==> src/rtl/pattern_detect_lane_scheduler_if.sv <==
// Lane-request / match-report bundle for pattern_detect_lane_scheduler.
//   lane_enable  per-lane enable (config)
//   req_valid    lane i offers a symbol
//   req_data     symbol of lane i: 1 = Bike, 0 = Car
//   req_ready    one-hot grant back to the lanes
//   match_valid  one-cycle pulse when a lane completes B-C-C-B-C
//   match_lane   lane index of the last match (held between pulses)
//   match_count  saturating total of matches
// Modports: master = lane front-ends / event logger side, slave = scheduler.
interface pattern_detect_lane_scheduler_if #(
    parameter int unsigned NUM_LANES = 4,
    parameter int unsigned LANE_W    = 2,
    parameter int unsigned CNT_W     = 16
);
    logic [NUM_LANES-1:0] lane_enable;
    logic [NUM_LANES-1:0] req_valid;
    logic [NUM_LANES-1:0] req_data;
    logic [NUM_LANES-1:0] req_ready;
    logic                 match_valid;
    logic [LANE_W-1:0]    match_lane;
    logic [CNT_W-1:0]     match_count;

    modport master (
        output lane_enable,
        output req_valid,
        output req_data,
        input  req_ready,
        input  match_valid,
        input  match_lane,
        input  match_count
    );

    modport slave (
        input  lane_enable,
        input  req_valid,
        input  req_data,
        output req_ready,
        output match_valid,
        output match_lane,
        output match_count
    );
endinterface

==> src/rtl/pattern_detect_lane_scheduler.sv <==
// Shares one overlapping B-C-C-B-C detector between NUM_LANES sensor lanes. A round-robin
// arbiter accepts at most one symbol per cycle; each lane keeps its own detector context so
// interleaved streams are detected independently.
// Ports:
//   clk     rising-edge clock
//   reset   synchronous, active-high
//   bus_io  slave side of pattern_detect_lane_scheduler_if (requests, grant, match report)
module pattern_detect_lane_scheduler #(
    parameter int unsigned NUM_LANES = 4,
    parameter int unsigned LANE_W    = 2,
    parameter int unsigned CNT_W     = 16
) (
    input logic                           clk,
    input logic                           reset,
    pattern_detect_lane_scheduler_if.slave bus_io
);

    localparam int unsigned IdxW = LANE_W + 1;

    localparam logic [2:0] StRst   = 3'd0;
    localparam logic [2:0] StB     = 3'd1;
    localparam logic [2:0] StBc    = 3'd2;
    localparam logic [2:0] StBcc   = 3'd3;
    localparam logic [2:0] StBccb  = 3'd4;
    localparam logic [2:0] StBccbc = 3'd5;

    function automatic logic [2:0] next_state(input logic [2:0] s, input logic bike);
        case (s)
            StRst:   return bike ? StB    : StRst;
            StB:     return bike ? StB    : StBc;
            StBc:    return bike ? StB    : StBcc;
            StBcc:   return bike ? StBccb : StRst;
            StBccb:  return bike ? StB    : StBccbc;
            StBccbc: return bike ? StB    : StBcc;  // overlap: trailing B-C restarts as B-C-C
            default: return StRst;
        endcase
    endfunction

    logic [2:0]           ctx_q [NUM_LANES];
    logic [LANE_W-1:0]    rr_ptr_q, rr_ptr_d;
    logic                 match_valid_q, match_valid_d;
    logic [LANE_W-1:0]    match_lane_q, match_lane_d;
    logic [CNT_W-1:0]     match_count_q, match_count_d;

    logic [NUM_LANES-1:0] eligible;
    logic [NUM_LANES-1:0] grant;
    logic [LANE_W-1:0]    grant_idx;
    logic                 xfer;
    logic [2:0]           ctx_nxt;

    // Reset gates eligibility so req_ready is low throughout reset.
    assign eligible = bus_io.req_valid & bus_io.lane_enable & {NUM_LANES{~reset}};

    // Search forward from rr_ptr with explicit wrap so non-power-of-2 lane counts never
    // address a nonexistent lane.
    always_comb begin
        logic [IdxW-1:0] idx;
        logic            found;
        grant     = '0;
        grant_idx = '0;
        found     = 1'b0;
        for (int k = 0; k < int'(NUM_LANES); k++) begin
            idx = {1'b0, rr_ptr_q} + IdxW'(k);
            if (idx >= IdxW'(NUM_LANES)) begin
                idx = idx - IdxW'(NUM_LANES);
            end
            if (!found && eligible[idx[LANE_W-1:0]]) begin
                found                   = 1'b1;
                grant[idx[LANE_W-1:0]] = 1'b1;
                grant_idx               = idx[LANE_W-1:0];
            end
        end
    end

    assign xfer    = |grant;
    assign ctx_nxt = next_state(ctx_q[grant_idx], bus_io.req_data[grant_idx]);

    always_comb begin
        rr_ptr_d      = rr_ptr_q;
        match_valid_d = 1'b0;
        match_lane_d  = match_lane_q;
        match_count_d = match_count_q;
        if (xfer) begin
            rr_ptr_d = (grant_idx == LANE_W'(NUM_LANES - 1)) ? '0 : grant_idx + LANE_W'(1);
            if (ctx_nxt == StBccbc) begin
                match_valid_d = 1'b1;
                match_lane_d  = grant_idx;
                if (match_count_q != {CNT_W{1'b1}}) begin
                    match_count_d = match_count_q + CNT_W'(1);
                end
            end
        end
    end

    always_ff @(posedge clk) begin
        if (reset) begin
            rr_ptr_q      <= '0;
            match_valid_q <= 1'b0;
            match_lane_q  <= '0;
            match_count_q <= '0;
        end else begin
            rr_ptr_q      <= rr_ptr_d;
            match_valid_q <= match_valid_d;
            match_lane_q  <= match_lane_d;
            match_count_q <= match_count_d;
        end
    end

    // A disabled lane loses any partial pattern; only the granted lane advances.
    always_ff @(posedge clk) begin
        for (int i = 0; i < int'(NUM_LANES); i++) begin
            if (reset || !bus_io.lane_enable[i]) begin
                ctx_q[i] <= StRst;
            end else if (xfer && grant_idx == LANE_W'(i)) begin
                ctx_q[i] <= ctx_nxt;
            end
        end
    end

    assign bus_io.req_ready   = grant;
    assign bus_io.match_valid = match_valid_q;
    assign bus_io.match_lane  = match_lane_q;
    assign bus_io.match_count = match_count_q;

endmodule

==> src/flat_wrapper.sv <==
// flat-port wrapper written by rule: the top's interface ports become plain ports
module pattern_detect_lane_scheduler_flat 
#(
    parameter int unsigned NUM_LANES = 4,
    parameter int unsigned LANE_W    = 2,
    parameter int unsigned CNT_W     = 16
)
  (clk, reset, bus_io_lane_enable, bus_io_req_valid, bus_io_req_data, bus_io_req_ready, bus_io_match_valid, bus_io_match_lane, bus_io_match_count);
  pattern_detect_lane_scheduler_if #(.NUM_LANES(NUM_LANES), .LANE_W(LANE_W), .CNT_W(CNT_W)) bus_io_i ();
  input logic clk;
  input logic reset;
  input wire logic [$bits(bus_io_i.lane_enable)-1:0] bus_io_lane_enable;
  input wire logic [$bits(bus_io_i.req_valid)-1:0] bus_io_req_valid;
  input wire logic [$bits(bus_io_i.req_data)-1:0] bus_io_req_data;
  output wire logic [$bits(bus_io_i.req_ready)-1:0] bus_io_req_ready;
  output wire logic [$bits(bus_io_i.match_valid)-1:0] bus_io_match_valid;
  output wire logic [$bits(bus_io_i.match_lane)-1:0] bus_io_match_lane;
  output wire logic [$bits(bus_io_i.match_count)-1:0] bus_io_match_count;
  assign bus_io_i.lane_enable = bus_io_lane_enable;
  assign bus_io_i.req_valid = bus_io_req_valid;
  assign bus_io_i.req_data = bus_io_req_data;
  assign bus_io_req_ready = bus_io_i.req_ready;
  assign bus_io_match_valid = bus_io_i.match_valid;
  assign bus_io_match_lane = bus_io_i.match_lane;
  assign bus_io_match_count = bus_io_i.match_count;
  pattern_detect_lane_scheduler #(.NUM_LANES(NUM_LANES), .LANE_W(LANE_W), .CNT_W(CNT_W)) u_core (.clk(clk), .reset(reset), .bus_io(bus_io_i));
endmodule
==> config.mk <==
export PLATFORM = sky130hd
export DESIGN_NAME = pattern_detect_lane_scheduler_flat
export DESIGN_NICKNAME = d
export VERILOG_FILES = /design/src/rtl/pattern_detect_lane_scheduler_if.sv /design/src/rtl/pattern_detect_lane_scheduler.sv /design/src/flat_wrapper.sv
export SDC_FILE = /design/constraint.sdc
export NUM_CORES = 1
export LEC_CHECK = 0
export BUFFER_PORTS_ARGS = -buffer_cell sky130_fd_sc_hd__buf_2
export CAP_MARGIN = 20
export CORE_MARGIN = 5
export CORE_UTILIZATION = 57
export DETAILED_ROUTE_END_ITERATION = 10
export PLACE_DENSITY = 0.8
export SYNTH_ARGS = -nofsm -noshare
export SYNTH_HDL_FRONTEND = slang
export SYNTH_SLANG_ARGS = --single-unit
==> constraint.sdc <==
create_clock -name clk -period 4.4 [get_ports clk]
set_input_delay 0 -clock clk [delete_from_list [all_inputs] [get_ports clk]]
set_output_delay 0 -clock clk [all_outputs]
set_load 0.05 [all_outputs]
# Word level (Yosys, flattened, before mapping)
# Memories as Yosys holds them, arrays and structs flattened.
# Cells that the tools add are included.
# op_classes
n_eq_ne,10
bitwise,11
n_mux,65
reduce_logical,29
n_lt_le_gt_ge,13
add_sub_neg,9
# ops
op,n
2-to-1 mux 1 bit,34
2-to-1 mux 2 bit,11
2-to-1 mux 3 bit,6
adder 16 x 1 -> 16 bit (second input constant),1
2-to-1 mux 4 bit,4
inequality test 16 bit (second input constant),1
< comparator 2 x 3 -> 1 bit (second input constant),5
one-hot mux 3 bit (5 select lines),1
OR 4 bit,3
logical AND 1 bit,11
binary-select mux 1 bit (select 2 bit),5
== test 3 bit (second input constant),3
greater-or-equal comparator 3 bit (second input constant),3
AND 4 bit,2
demux 1 bit (select 2 bit),4
greater-or-equal comparator 2 x 1 -> 1 bit (second input constant),4
subtractor 2 x 1 -> 2 bit (second input constant),4
zero test 1 bit,7
adder 2 x 2 -> 3 bit (second input constant),2
== test 3 x 2 -> 1 bit (second input constant),2
== test 2 bit (second input constant),2
logical OR 1 bit,4
OR 1 bit,4
OR reduction 2 bit,2
other kinds (11),12
# word_totals
n_memories,1
out_inout_bits,23
ramBits,12
regBits,21
input_bits,14
word_cells,142
# mem_list
memory,words,word_bits,read_ports,rd_clocked_by_memory_dff,write_ports,line,rtl
u_core.ctx_q,4,3,1,0,4,pattern_detect_lane_scheduler.sv:39,logic [2:0] ctx_q [NUM_LANES];

# Depth between registers and ports, before layout
# logic_depth
word_depth,20
mapped_depth,13
mapped_depth_nobuf,11

# Least setup slack after synthesis
# OpenSTA, ideal clock, no wires.
# synth_timing
kind,register to register
start,register u_core.rr_ptr_q[1]
end,"register u_core.match_count_q[15], in the netlist u_core.bus_io.match_count[15]"
setup_time_ns,0.071
required_time_ns,4.329
arrival_ns,3.423
slack_ns,0.906
stages_incl_launch_ff,12
period_less_slack_ns,3.494
n_path_buf,1
path_cell_list,dfxtp_1 -> inv_2 -> ha_1 -> nand4bb_1 -> nand4_1 -> nor4_4 -> a2bb2oi_1 -> mux2_4 -> or3_4 -> buf_6 -> or4b_1 -> a21oi_1
# synth_between
elab_chain_cells,20
# synth_lines
item,line,rtl
start: declaration,pattern_detect_lane_scheduler.sv:40,"logic [LANE_W-1:0] rr_ptr_q, rr_ptr_d;"
start signal: assignment,pattern_detect_lane_scheduler.sv:102,rr_ptr_q <= rr_ptr_d;
"parallel branches: the longest is 19 deep, another holds adder 2 x 1 -> 3 bit",-,
AND reduction 3 bit (no source line) (*),-,
end signal: assignment,pattern_detect_lane_scheduler.sv:105,match_count_q <= match_count_d;
end: declaration,pattern_detect_lane_scheduler.sv:43,"logic [CNT_W-1:0] match_count_q, match_count_d;"
# Mark *: on every way between the ends. The select of a mux whose other input is x is not followed.
# A chain may end at the register's enable or synchronous reset.

# Worst setup path after layout
# Ends and elaborated chain as after synthesis.

==> results.json <==
{
  "fin_crit_ns": 3.829,
  "ctsResizeCount": 0,
  "finalHoldViolations": 0,
  "fin_nets": 339,
  "cts_root_buf": "clkbuf_8",
  "power.share.clock": 0.206,
  "placed_area_sq_um": 2547,
  "ys_ff_latch": 33,
  "async_flop_share": 0,
  "antenna_left": 0,
  "cp.required_ns": 4.61,
  "row_count": 23,
  "cts_setup_buffers": 0,
  "drtIter0Drc": 121,
  "period_share": 0.8703,
  "max-cap-violations": 0,
  "startpoint": "u_core.rr_ptr_q[1]$_SDFFE_PP0P_",
  "setup_viol": 0,
  "die_h_um": 74.05,
  "dp_slack_ns": 0.6233,
  "cts_sinks": 33,
  "via_per_inst": 6.147,
  "seqPwrFrac": 0.289,
  "tns_ns": 0,
  "vdd_ir_drop_max_mv": 0.2920,
  "worstPathMaxFanout": 20,
  "reg2reg_to": "u_core.bus_io.match_count[15]$_SDFFE_PP0P_",
  "place_congestion": 0.8813,
  "fin_area_sq_um": 2654,
  "r2r-start": "u_core.rr_ptr_q[1]$_SDFFE_PP0P_",
  "drtPass1Iterations": 4,
  "vias": 2256,
  "grt_usage": 0.2168,
  "cellPowerDensity_nw_per_um2": 508.4,
  "reg2regPathDepth": 11,
  "p_comb_frac": 0.505,
  "drc": 0,
  "port_buffers": 36,
  "synth-main-ff-cell": "dfxtp_1",
  "diodes": 0,
  "p_int_mw": 0.7567,
  "netlist_area_sq_um": 2338,
  "dp_hpwl_mm": 4.045,
  "relSlewSlack": 0.5880,
  "cts_hold_buf": 0,
  "cts_buffers": 5,
  "reg2reg_slack_ns": 0.57,
  "status": "finished clean",
  "critPathKind": "flip-flop to flip-flop",
  "start_util": 0.5846,
  "wl_per_cell_um": 15.19,
  "fin_skew_ns": 0.004776,
  "design.core.area_sq_um": 4000,
  "start_kind": "flip-flop",
  "clockBufferDepth": 2,
  "cp-end-kind": "flip-flop",
  "antenna_found_initial": 0,
  "layout_setup_ws_ns": 0.5708,
  "synth_edf_count": 12,
  "rsz0062_at_grt": "false",
  "grt_pass1_vias": 2066,
  "crit_end": "u_core.bus_io.match_count[15]$_SDFFE_PP0P_",
  "cts_max_level": 2,
  "die_w_um": 74.05,
  "cts.reportedPaths.clkPinSlew_ns": 0.07,
  "synth_cell_types": 50,
  "pin_count": 37,
  "hold_class": "input pin to flip-flop",
  "grt_pass1_wl_mm": 9.315,
  "swShare": 0.4392,
  "p_leak_nw": 1.069,
  "grt_max_degree": 32,
  "avgSynthCellArea_sq_um": 8.352,
  "gr-total-overflow": 0,
  "clkLatencyLatePin_ns": 0.29,
  "synth_warnings": 0,
  "p_switching_mw": 0.5925,
  "max_freq_mhz": 261.2,
  "routed_wl_mm": 5.575,
  "arrival_ns": 4.04,
  "hold_slack_ns": 0.1394,
  "area_delta_synth_final_pct": 13.48,
  "syn_inst": 280,
  "die-area_sq_um": 5483,
  "drive_gt1_frac": 0.1830,
  "drv_slew": 0,
  "tightestPinTransition_ns": 0.6180,
  "yosysSeqAreaShare": 0.3339,
  "synth_fp_nets": 303,
  "cts_tree": "yes"
}
-- area by class of cell --
cell class,count,area [sq um]
Timing Repair Buffer,40,210.2
Fill cell,346,1346
Multi-Input combinational cell,223,1445
Tap cell,50,62.56
Inverter,13,48.80
Clock buffer,6,72.57
Sequential cell,33,780.7
Clock inverter,2,33.78
-- synthesized netlist by cell type (all sizes together) (9+ instances only) --
master / number / area [sq um]
nor3: 10 / 50.05
nand3: 14 / 70.07
edfxtp: 12 / 360.4
inv: 13 / 48.80
nand2: 32 / 120.1
nor4: 10 / 77.57
nor2: 26 / 105.1
mux2i: 14 / 140.1
dfxtp: 21 / 420.4
or3: 9 / 61.31
a21oi: 20 / 100.1
o21ai: 13 / 65.06
ha: 9 / 112.6
-- power by group through the flow --
stage          Clock, mW  Sequential [mW]  Combinational, mW
6_report           0.278            0.390              0.681
5_1_grt            0.296            0.396              0.751
4_1_cts            0.281            0.390              0.676
3_5_place_dp           0            0.396              0.673
3_3_place_gp           0            0.394              0.661
2_1_floorplan          0            0.403              0.535
-- worst min path at each step --
stage / from / endpoint / cells after the start
detailed placement: bus_io_lane_enable[2] / u_core.ctx_q[2][2]$_SDFFCE_PN0P_ / 2
finish: bus_io_lane_enable[2] / u_core.ctx_q[2][2]$_SDFFCE_PN0P_ / 2
global placement: bus_io_lane_enable[3] / u_core.ctx_q[3][2]$_SDFFCE_PN0P_ / 2
CTS: bus_io_lane_enable[2] / u_core.ctx_q[2][0]$_SDFFCE_PN0P_ / 2
global route: bus_io_lane_enable[1] / u_core.ctx_q[1][2]$_SDFFCE_PN0P_ / 2
floorplan: bus_io_lane_enable[0] / u_core.ctx_q[0][0]$_SDFFCE_PN0P_ / 1
-- critical path: stages (launching register included) --
cell and delay (ns):
dfxtp_1 0.44, inv_2 0.12, ha_1 0.42, nand4bb_1 0.21
nand4_1 0.19, nor4_4 0.43, a2bb2oi_1 0.20, buf_4 0.23
mux2_4 0.37, or3_4 0.48, or4b_1 0.49, a21oi_1 0.17
-- stage by stage --
stage	utilization	instances	power, mW
floorplan	-	280	0.9380
global placement	0.6368	359	1.055
detailed placement	0.6368	359	1.069
CTS	0.6634	367	1.346
global route	0.6634	367	1.443
finish	0.6634	367	1.349
-- state kept, by name, summed over array words and instances (netlist names) --
register / count
u_core.bus_io.match_lane: 2
u_core.bus_io.match_valid: 1
u_core.rr_ptr_q: 2
u_core.bus_io.match_count: 16
u_core.ctx_q: 12
-- per-layer routing --
metal  GRT usage  wire length, um
met1      0.2594             2379
met2      0.3809             2796
met3     0.04865              354
met4     0.07646               45
met5           0                0
-- cells by family after synthesis --
logic type / count (synthesis) / share of synthesized area
simple gates: 136 / 0.3141
compound gates: 60 / 0.1723
flops: 33 / 0.3339
buf+inv: 24 / 0.04815
mux: 16 / 0.07597
fa+ha+maj: 9 / 0.04815
xor+xnor: 2 / 0.007492
-- cell usage in the layout, fill, tap and decap left out, drive strengths merged, types with 2 or more instances in the layout --
master	Yosys	layout
nand3b	4	4
and4	2	2
buf	4	40
ha	9	9
dfxtp	21	21
xnor2	2	2
a21oi	20	20
a211oi	3	3
o21ai	13	13
nand4b	3	3
mux2i	14	14
and3	4	4
inv	13	13
nand2	32	32
a22oi	2	2
nor3b	2	2
or3	9	9
nand2b	5	5
a221oi	5	5
nor2	26	26
and2	6	6
edfxtp	12	12
a31oi	5	5
nor4	10	10
nor3	10	10
clkbuf	7	6
nand4	7	7
a41oi	2	2
o31ai	2	2
nand3	14	14
(Power assumes the default switching activity.)
